===== src/rtl/modport_core_pkg.sv =====
// Shared definitions for the modport_core byte FIFO endpoint.
// Holds ep_cfg bit positions, the data byte type and a threshold helper.
package modport_core_pkg;

    localparam int CFG_W     = 14;
    localparam int CFG_EN    = 13;
    localparam int CFG_FLUSH = 12;
    localparam int LVL_W     = 7;

    typedef logic [7:0] byte_t;

    // Block-fill threshold: 0 behaves as 1, anything above depth as depth.
    function automatic logic [LVL_W-1:0] bf_thresh(
        input logic [LVL_W-1:0] size,
        input logic [LVL_W-1:0] depth
    );
        if (size == '0)
            return LVL_W'(1);
        else if (size > depth)
            return depth;
        else
            return size;
    endfunction

endpackage


===== src/rtl/modport_core_ram.sv =====
// DEPTH x 8 storage: one synchronous write port, one synchronous read port.
// Ports: clk, rst (async active-low, output register only), we/waddr/wdata,
// re/raddr/rdata. The array itself is never reset.
module modport_core_ram
    import modport_core_pkg::*;
#(
    parameter int DEPTH = 64,
    localparam int AW   = $clog2(DEPTH)
) (
    input  logic          clk,
    input  logic          rst,
    input  logic          we,
    input  logic [AW-1:0] waddr,
    input  byte_t         wdata,
    input  logic          re,
    input  logic [AW-1:0] raddr,
    output byte_t         rdata
);

    byte_t mem [DEPTH];

    always_ff @(posedge clk) begin
        if (we)
            mem[waddr] <= wdata;
    end

    // Read returns the pre-write contents when addresses collide,
    // which is what a full-FIFO simultaneous read/write needs.
    always_ff @(posedge clk or negedge rst) begin
        if (!rst)
            rdata <= '0;
        else if (re)
            rdata <= mem[raddr];
    end

endmodule


===== src/rtl/modport_core.sv =====
// Byte FIFO endpoint: pointers, level, flags, block-fill threshold, errors.
// Ports: clk, rst (async active-low), ep_cfg/ep_din/ep_we/ep_re/ep_bf_*,
// ep_dout/ep_empty/ep_full/ep_avail/ep_level/ep_ovf/ep_udf.
// Define MODPORT_CORE_ERR_EN to build the sticky ep_ovf/ep_udf registers.
module modport_core
    import modport_core_pkg::*;
#(
    parameter int DEPTH = 64
) (
    input  logic             clk,
    input  logic             rst,
    input  logic [CFG_W-1:0] ep_cfg,
    input  byte_t            ep_din,
    input  logic             ep_we,
    input  logic             ep_re,
    input  logic             ep_bf_en,
    input  logic [LVL_W-1:0] ep_bf_size,
    output byte_t            ep_dout,
    output logic             ep_empty,
    output logic             ep_full,
    output logic             ep_avail,
    output logic [LVL_W-1:0] ep_level,
    output logic             ep_ovf,
    output logic             ep_udf
);

    localparam int AW = $clog2(DEPTH);
    localparam logic [LVL_W-1:0] DEPTH_L = LVL_W'(DEPTH);

    logic [AW-1:0]    wptr;
    logic [AW-1:0]    rptr;
    logic [LVL_W-1:0] level;
    logic [LVL_W-1:0] thresh;
    logic             active;
    logic             rd_ok;
    logic             wr_ok;
    logic             cfg_unused;

    assign cfg_unused = ^ep_cfg[CFG_FLUSH-1:0];

    assign active   = ep_cfg[CFG_EN] & ~ep_cfg[CFG_FLUSH];
    assign ep_empty = (level == '0);
    assign ep_full  = (level == DEPTH_L);
    assign ep_level = level;

    assign rd_ok = active & ep_re & ~ep_empty;
    // A read in the same cycle frees the slot, so a full FIFO still accepts.
    assign wr_ok = active & ep_we & (~ep_full | rd_ok);

    always_ff @(posedge clk or negedge rst) begin
        if (!rst) begin
            wptr  <= '0;
            rptr  <= '0;
            level <= '0;
        end else if (!active) begin
            wptr  <= '0;
            rptr  <= '0;
            level <= '0;
        end else begin
            if (wr_ok)
                wptr <= wptr + AW'(1);
            if (rd_ok)
                rptr <= rptr + AW'(1);
            unique case ({wr_ok, rd_ok})
                2'b10:   level <= level + LVL_W'(1);
                2'b01:   level <= level - LVL_W'(1);
                default: level <= level;
            endcase
        end
    end

    assign thresh   = bf_thresh(ep_bf_size, DEPTH_L);
    assign ep_avail = ep_bf_en ? (level >= thresh) : ~ep_empty;

    modport_core_ram #(
        .DEPTH (DEPTH)
    ) u_ram (
        .clk   (clk),
        .rst   (rst),
        .we    (wr_ok),
        .waddr (wptr),
        .wdata (ep_din),
        .re    (rd_ok),
        .raddr (rptr),
        .rdata (ep_dout)
    );

`ifdef MODPORT_CORE_ERR_EN
    logic ovf_q;
    logic udf_q;

    always_ff @(posedge clk or negedge rst) begin
        if (!rst) begin
            ovf_q <= 1'b0;
            udf_q <= 1'b0;
        end else if (!active) begin
            ovf_q <= 1'b0;
            udf_q <= 1'b0;
        end else begin
            if (ep_we & ep_full & ~rd_ok)
                ovf_q <= 1'b1;
            if (ep_re & ep_empty)
                udf_q <= 1'b1;
        end
    end

    assign ep_ovf = ovf_q;
    assign ep_udf = udf_q;
`else
    assign ep_ovf = 1'b0;
    assign ep_udf = 1'b0;
`endif

endmodule


===== config.mk =====
export PLATFORM = sky130hd
export DESIGN_NAME = modport_core
export DESIGN_NICKNAME = d
export VERILOG_FILES = /design/src/rtl/modport_core_pkg.sv /design/src/rtl/modport_core_ram.sv /design/src/rtl/modport_core.sv
export SDC_FILE = /design/constraint.sdc
export NUM_CORES = 1
export LEC_CHECK = 0
export CAP_MARGIN = 20
export CORE_UTILIZATION = 60
export DETAILED_ROUTE_END_ITERATION = 10
export PLACE_DENSITY_LB_ADDON = 0.2
export SLEW_MARGIN = 5
export SYNTH_ARGS = -nofsm -noshare
export SYNTH_HDL_FRONTEND = slang
export SYNTH_SLANG_ARGS = --single-unit
export TNS_END_PERCENT = 1

===== constraint.sdc =====
create_clock -name clk -period 4.95 [get_ports clk]
set_input_delay 0.99 -clock clk [delete_from_list [all_inputs] [get_ports clk]]
set_output_delay 0.99 -clock clk [all_outputs]
set_load 0.03 [all_outputs]

# Word-level counts from Yosys, hierarchy flattened
# Memory sizes are Yosys's and may differ from the RTL's. A register that Yosys moved wholly into a read port is not among the register bits.
# Index checks and enable logic that the tools add are counted.
totals:
  ff_bits: 19
  ram_bits: 512
  inputBits: 34
  out_inout_bits: 20
  word_cells: 39
  n_memories: 1
classes:
  add_sub_neg: 4
  n_lt_le_gt_ge: 2
  n_eq_ne: 6
  n_mux: 11
  n_bitwise: 9
  reduce_logical: 3
memory_table:
  columns: ["memory", "words", "word_bits", "read_ports", "rd_clocked_by_memory_dff", "wr", "line", "source"]
  rows:
  - ["u_ram.mem", 64, 8, 1, 1, 1, "modport_core_ram.sv:20", "byte_t mem [DEPTH];"]
op_table:
  columns: ["op", "n"]
  rows:
  - ["6-bit 2-to-1 mux", 4]
  - ["7-bit 2-to-1 mux", 3]
  - ["7-bit logical NOT", 2]
  - ["7-bit case mux with 2 select lines", 1]
  - ["6-bit by 1-bit adder with 6-bit output, second input constant", 2]
  - ["7-bit by 1-bit adder with 7-bit output, second input constant", 1]
  - ["7-bit equality test, second input constant", 1]
  - ["7-bit greater-or-equal comparator", 1]
  - ["7-bit > comparator, second input constant", 1]
  - ["7-bit by 1-bit subtractor with 7-bit output, second input constant", 1]
  - ["1-bit AND", 5]
  - ["2-bit by 1-bit != test with 1-bit output, second input constant", 2]
  - ["1-bit 2-to-1 mux", 3]
  - ["3-bit by 1-bit != test with 1-bit output, second input constant", 1]
  - ["1-bit inverter", 3]
  - ["2-bit by 1-bit equality test with 1-bit output, second input constant", 1]
  - ["2-bit equality test, second input constant", 1]
  - ["1-bit logical NOT", 1]
  - ["1-bit OR", 1]

# Logic depth before layout (Yosys ltp)
depth:
  depth_word: 9
  mapped_depth: 11
  mapped_depth_nobuf: 10

# Hierarchy
# From an unflattened synthesis, not the netlist that was laid out.
hier_totals:
  cells_unflattened: 1094
  area_unflattened_um2: 21649.5
modules_own_cells:
  columns: ["module", "n_inst", "cells_each", "area_each_um2", "seq_area_each_um2"]
  rows:
  - ["modport_core_ram", 1, 939, 20226.9, 15574.9]
  - ["modport_core", 1, 155, 1422.6, 475.5]

# Worst setup path before layout
# OpenSTA, ideal clock, no wires.
synth_path:
  path_type: "input to output"
  startpoint: "input ep_bf_size[1]"
  endpoint: "output ep_avail"
  arrival_time_ns: 2.598
  required_ns: 3.960
  setup_slack_ns: 1.362
  stages: 10
  path_cell_list: "nor3_1 a21oi_1 nor2_1 ha_1 nand2b_1 a21o_1 a21o_1 a211oi_1 o21bai_1 a31o_2"
synth_between:
  elab_chain_cells: 5
  elab_cells_between_ends: 6
synth_rtl:
  columns: ["item", "line", "source"]
  rows:
  - ["start: declaration", "modport_core.sv:17", "input logic [LVL_W-1:0] ep_bf_size,"]
  - ["7-bit > comparator", "modport_core_pkg.sv:19", "else if (size > depth)"]
  - ["7-bit 2-to-1 mux", "modport_core_pkg.sv:19", null]
  - ["7-bit 2-to-1 mux *", "modport_core_pkg.sv:17", "if (size == '0)"]
  - ["7-bit greater-or-equal comparator *", "modport_core.sv:73", "assign ep_avail = ep_bf_en ? (level >= thresh) : ~ep_empty;"]
  - ["1-bit 2-to-1 mux *", "modport_core.sv:73", null]
  - ["end: declaration", "modport_core.sv:21", "output logic ep_avail,"]
# Every way passes the cells marked *; elsewhere a longest branch is shown, timed or not.

# Final worst setup path
# Ends and elaborated chain as after synthesis.

==> metrics <==
status completed; Tmin final about 4700 ps; area leader, netlist edfxtp_1; post-synthesis sequential area ratio between 70% and 80%; reg2reg end ep_level[6]$_DFFE_PN0P_; RSZ-0062 raised after global routing false; CTS Hold Bufs 0; max cap viols 0; pre-CTS setup slack 280 ps; Hold Vio Cnt, Final 0; router iterations before antenna repair 5; Synth cell types 55; Placer Congestion roughly 0.84; WP data required 3960 ps; fill count 2,252; Clock Latency Late Sink ~580 ps; register share of total power between 50% and 60%; ys flop type edfxtp_1; worst hold endpoint u_ram.rdata[3]$_DFFE_PN0P_; Post-synth EDFFs 512; CTS tree yes; Hold Path Depth 2; Area after DPL about 22,000 um^2; Comb pwr share 4.3%; synth cell count leaders edfxtp_1 (512), mux4_2 (110), nor2_1 (92); Tcrit/Tclk final between 90% and 100%; Post-Syn Instances roughly 1,100; total CTS buffers 52; FF-to-FF Start ep_level[0]$_DFFE_PN0P_; core box area 35,500 um^2; internal power 7.41 mW; Worst setup SP type input pin; I/O Buffers 39; post-route insts no fill 1,687; Ports 54; ys async rst share 5.01%; number of global-route vias before repair between 10,000 and 15,000; fin util 68.2%; maximum VDD drop roughly 0.31 mV; post-route cell area ~24,000 um^2; DRT Wirelength 45.9 mm; largest net degree at the start of global routing 103; syn_area_per_cell 19.4 um^2; switching part of the total 20.8%; Power Density between 300 and 400 nW/um^2; HP Start u_ram.rdata[3]$_DFFE_PN0P_; global route overflow 0; Routed Antenna Nets 0; top-area cell type share of the netlist area a little under three quarters; DR iter-0 viols 1,103; PostCTS Resize Cnt 0; top cells by area, synth edfxtp_1 (71%), mux4_2 (11%), dfrtp_1 (3.1%), mux2i_1 (2.6%), nor2_1 (1.6%); FP Rows a little under 70; worst hold margin 580 ps; worst path bufs/invs 2; Area growth syn-to-layout 12.4%; Max Slew Vio Count 0; max_slew headroom between 20% and 30%; HPWL Detailed 26.8 mm; via count 10,836; chip width 191 um; CTS sink cnt roughly 540; Initial Utilization 60.7%; synthesized flop and latch total about 540; wire per inst approximately 27 um; antenna violations before repair 1; Warnings, synthesis 0; CP delay by family, top buffers and inverters; final setup margin between 200 and 300 ps; setup TNS 0 ps; Worst-Margin Slew 1050 ps; global-route wire length before repair 67.5 mm; Setup Fix Bufs, Post-CTS 0; Total Die Area 36,700 um^2; Design Power 9.36 mW; Crit Path Category input pin to output pin; Clock Skew 27.4 ps; worst r2r path cells 10; P_leak ~7.5 nW; All-Layer GR Usage between 20% and 30%; CP max FO 2; vias per cell 6.42; endpoints failing setup 0; post-route DRC violation count 0; Critical-path top delay cell clkdlybuf4s50_1; HP Class flop to flop; Max stage delay on crit path 580 ps; Inserted Diodes 0; Die Y around 190 um; Placed Cells 1,586; nets 1,233; Reg clk slew, reported paths 70 ps; Switching Power 1.95 mW; Critical Path AT around 3700 ps; CTS root buf clkbuf_16; CTS Buffer Depth 3; Worst R2R Setup Slack 1640 ps; crit end category output pin; Netlist Area Pre-Place 21,500 um^2; clock group share of total power between 40% and 50%; share of cells above drive strength 1 a little over a fifth; FMAX 214 MHz; crit-path cells clkdlybuf4s50_1, nor3_1, a21oi_1, nor2_1, ha_1, nand2b_1, a21o_1, a21o_1, a211oi_1, o21bai_1, a31o_2, clkdlybuf4s50_1; cell with the most instances after synthesis edfxtp_1; H-Tree Depth 2
==> metal layers <==
| metal | part of all wire (%) | track usage (%) | vias up |
|---|---|---|---|
| met5 | 0.028 | 0 | - |
| met4 | 3.4 | 9.13 | 2 |
| met3 | 7.7 | 4.30 | 95 |
| met2 | 47 | 39.4 | 449 |
| met1 | 42 | 38.4 | 5604 |
| li1 | - | - | 4686 |
==> power by group through the flow <==
stage / logic (mW) / clock network, mW / registers, mW
after global routing: 0.429 / 4.12 / 5.06
after global placement: 0.387 / 0 / 5.16
after floorplan: 0.181 / 0 / 5.17
after detailed placement: 0.395 / 0 / 5.16
final: 0.403 / 3.90 / 5.06
after CTS: 0.397 / 3.94 / 5.06
==> worst register-to-register path, stage by stage (launching register included) <==
cell and delay (ps):
dfrtp_1 460, or4_4 610, o311ai_2 290, nor2_1 200, fa_1 440, a21o_1 170, a21oi_1 240, o21bai_1 90
a211oi_1 310, mux2_2 370, nand3_1 60
==> logic make-up (layout without fill, tap and decap cells) <==
kind of cell,Yosys count,in the layout,synth area share (%)
flip-flops,539,539,74.5
AND/OR/NAND/NOR,183,183,3.91
multiplexers,172,172,14.4
AO/OA/AOI/OAI,124,124,4.11
buffers and inverters,68,180,1.70
adder cells (fa/ha/maj),15,15,0.906
XOR/XNOR,11,11,0.447
other,1,2,0.0174
==> cell type report <==
cell class	count	area [um^2]	share of cell area, %
flip-flops and latches	539	16100	66.3
multi-input cells	507	5140	21.2
clock buffers	73	1470	6.07
repair buffers	74	701	2.89
well taps	461	577	2.38
clock inverters	23	226	0.936
inverters	10	37.5	0.155
==> placed cells by master (no fill, tap or decap), drive strengths merged, types with 4 or more instances in the layout <==
master / Yosys / layout
inv: 10 / 11
nand2: 30 / 30
nor3: 10 / 10
xnor2: 7 / 7
a22oi: 36 / 36
clkbuf: 23 / 73
clkdlybuf4s50: 0 / 31
o22ai: 10 / 10
a211oi: 9 / 9
nand3: 20 / 20
a21o: 6 / 6
buf: 35 / 43
mux2: 5 / 5
nor2b: 5 / 5
mux2i: 57 / 57
xor2: 4 / 4
edfxtp: 512 / 512
a221oi: 7 / 7
nor2: 93 / 93
nand4: 4 / 4
ha: 14 / 14
a21oi: 18 / 18
o221ai: 7 / 7
mux4: 110 / 110
dfrtp: 27 / 27
clkinv: 0 / 11
o21ai: 21 / 21
nand3b: 5 / 5
clkinvlp: 0 / 8
==> state kept, by name (all words and copies together), names as in the netlist <==
name	cells
ep_level	7
rptr	6
u_ram.mem	512
u_ram.rdata	8
wptr	6
==> worst max-delay path by stage <==
stage	startpoint	to	slack (ps)	cells after the start
6_report	ep_bf_size[1]	ep_avail	280	12
5_1_grt	ep_bf_size[1]	ep_avail	80	12
4_1_cts	ep_bf_size[1]	ep_avail	260	12
3_5_place_dp	ep_bf_size[1]	ep_avail	280	12
3_3_place_gp	ep_bf_size[1]	ep_avail	280	12
2_1_floorplan	ep_bf_size[1]	ep_avail	1360	10
Power figures use the tool's default switching activity.
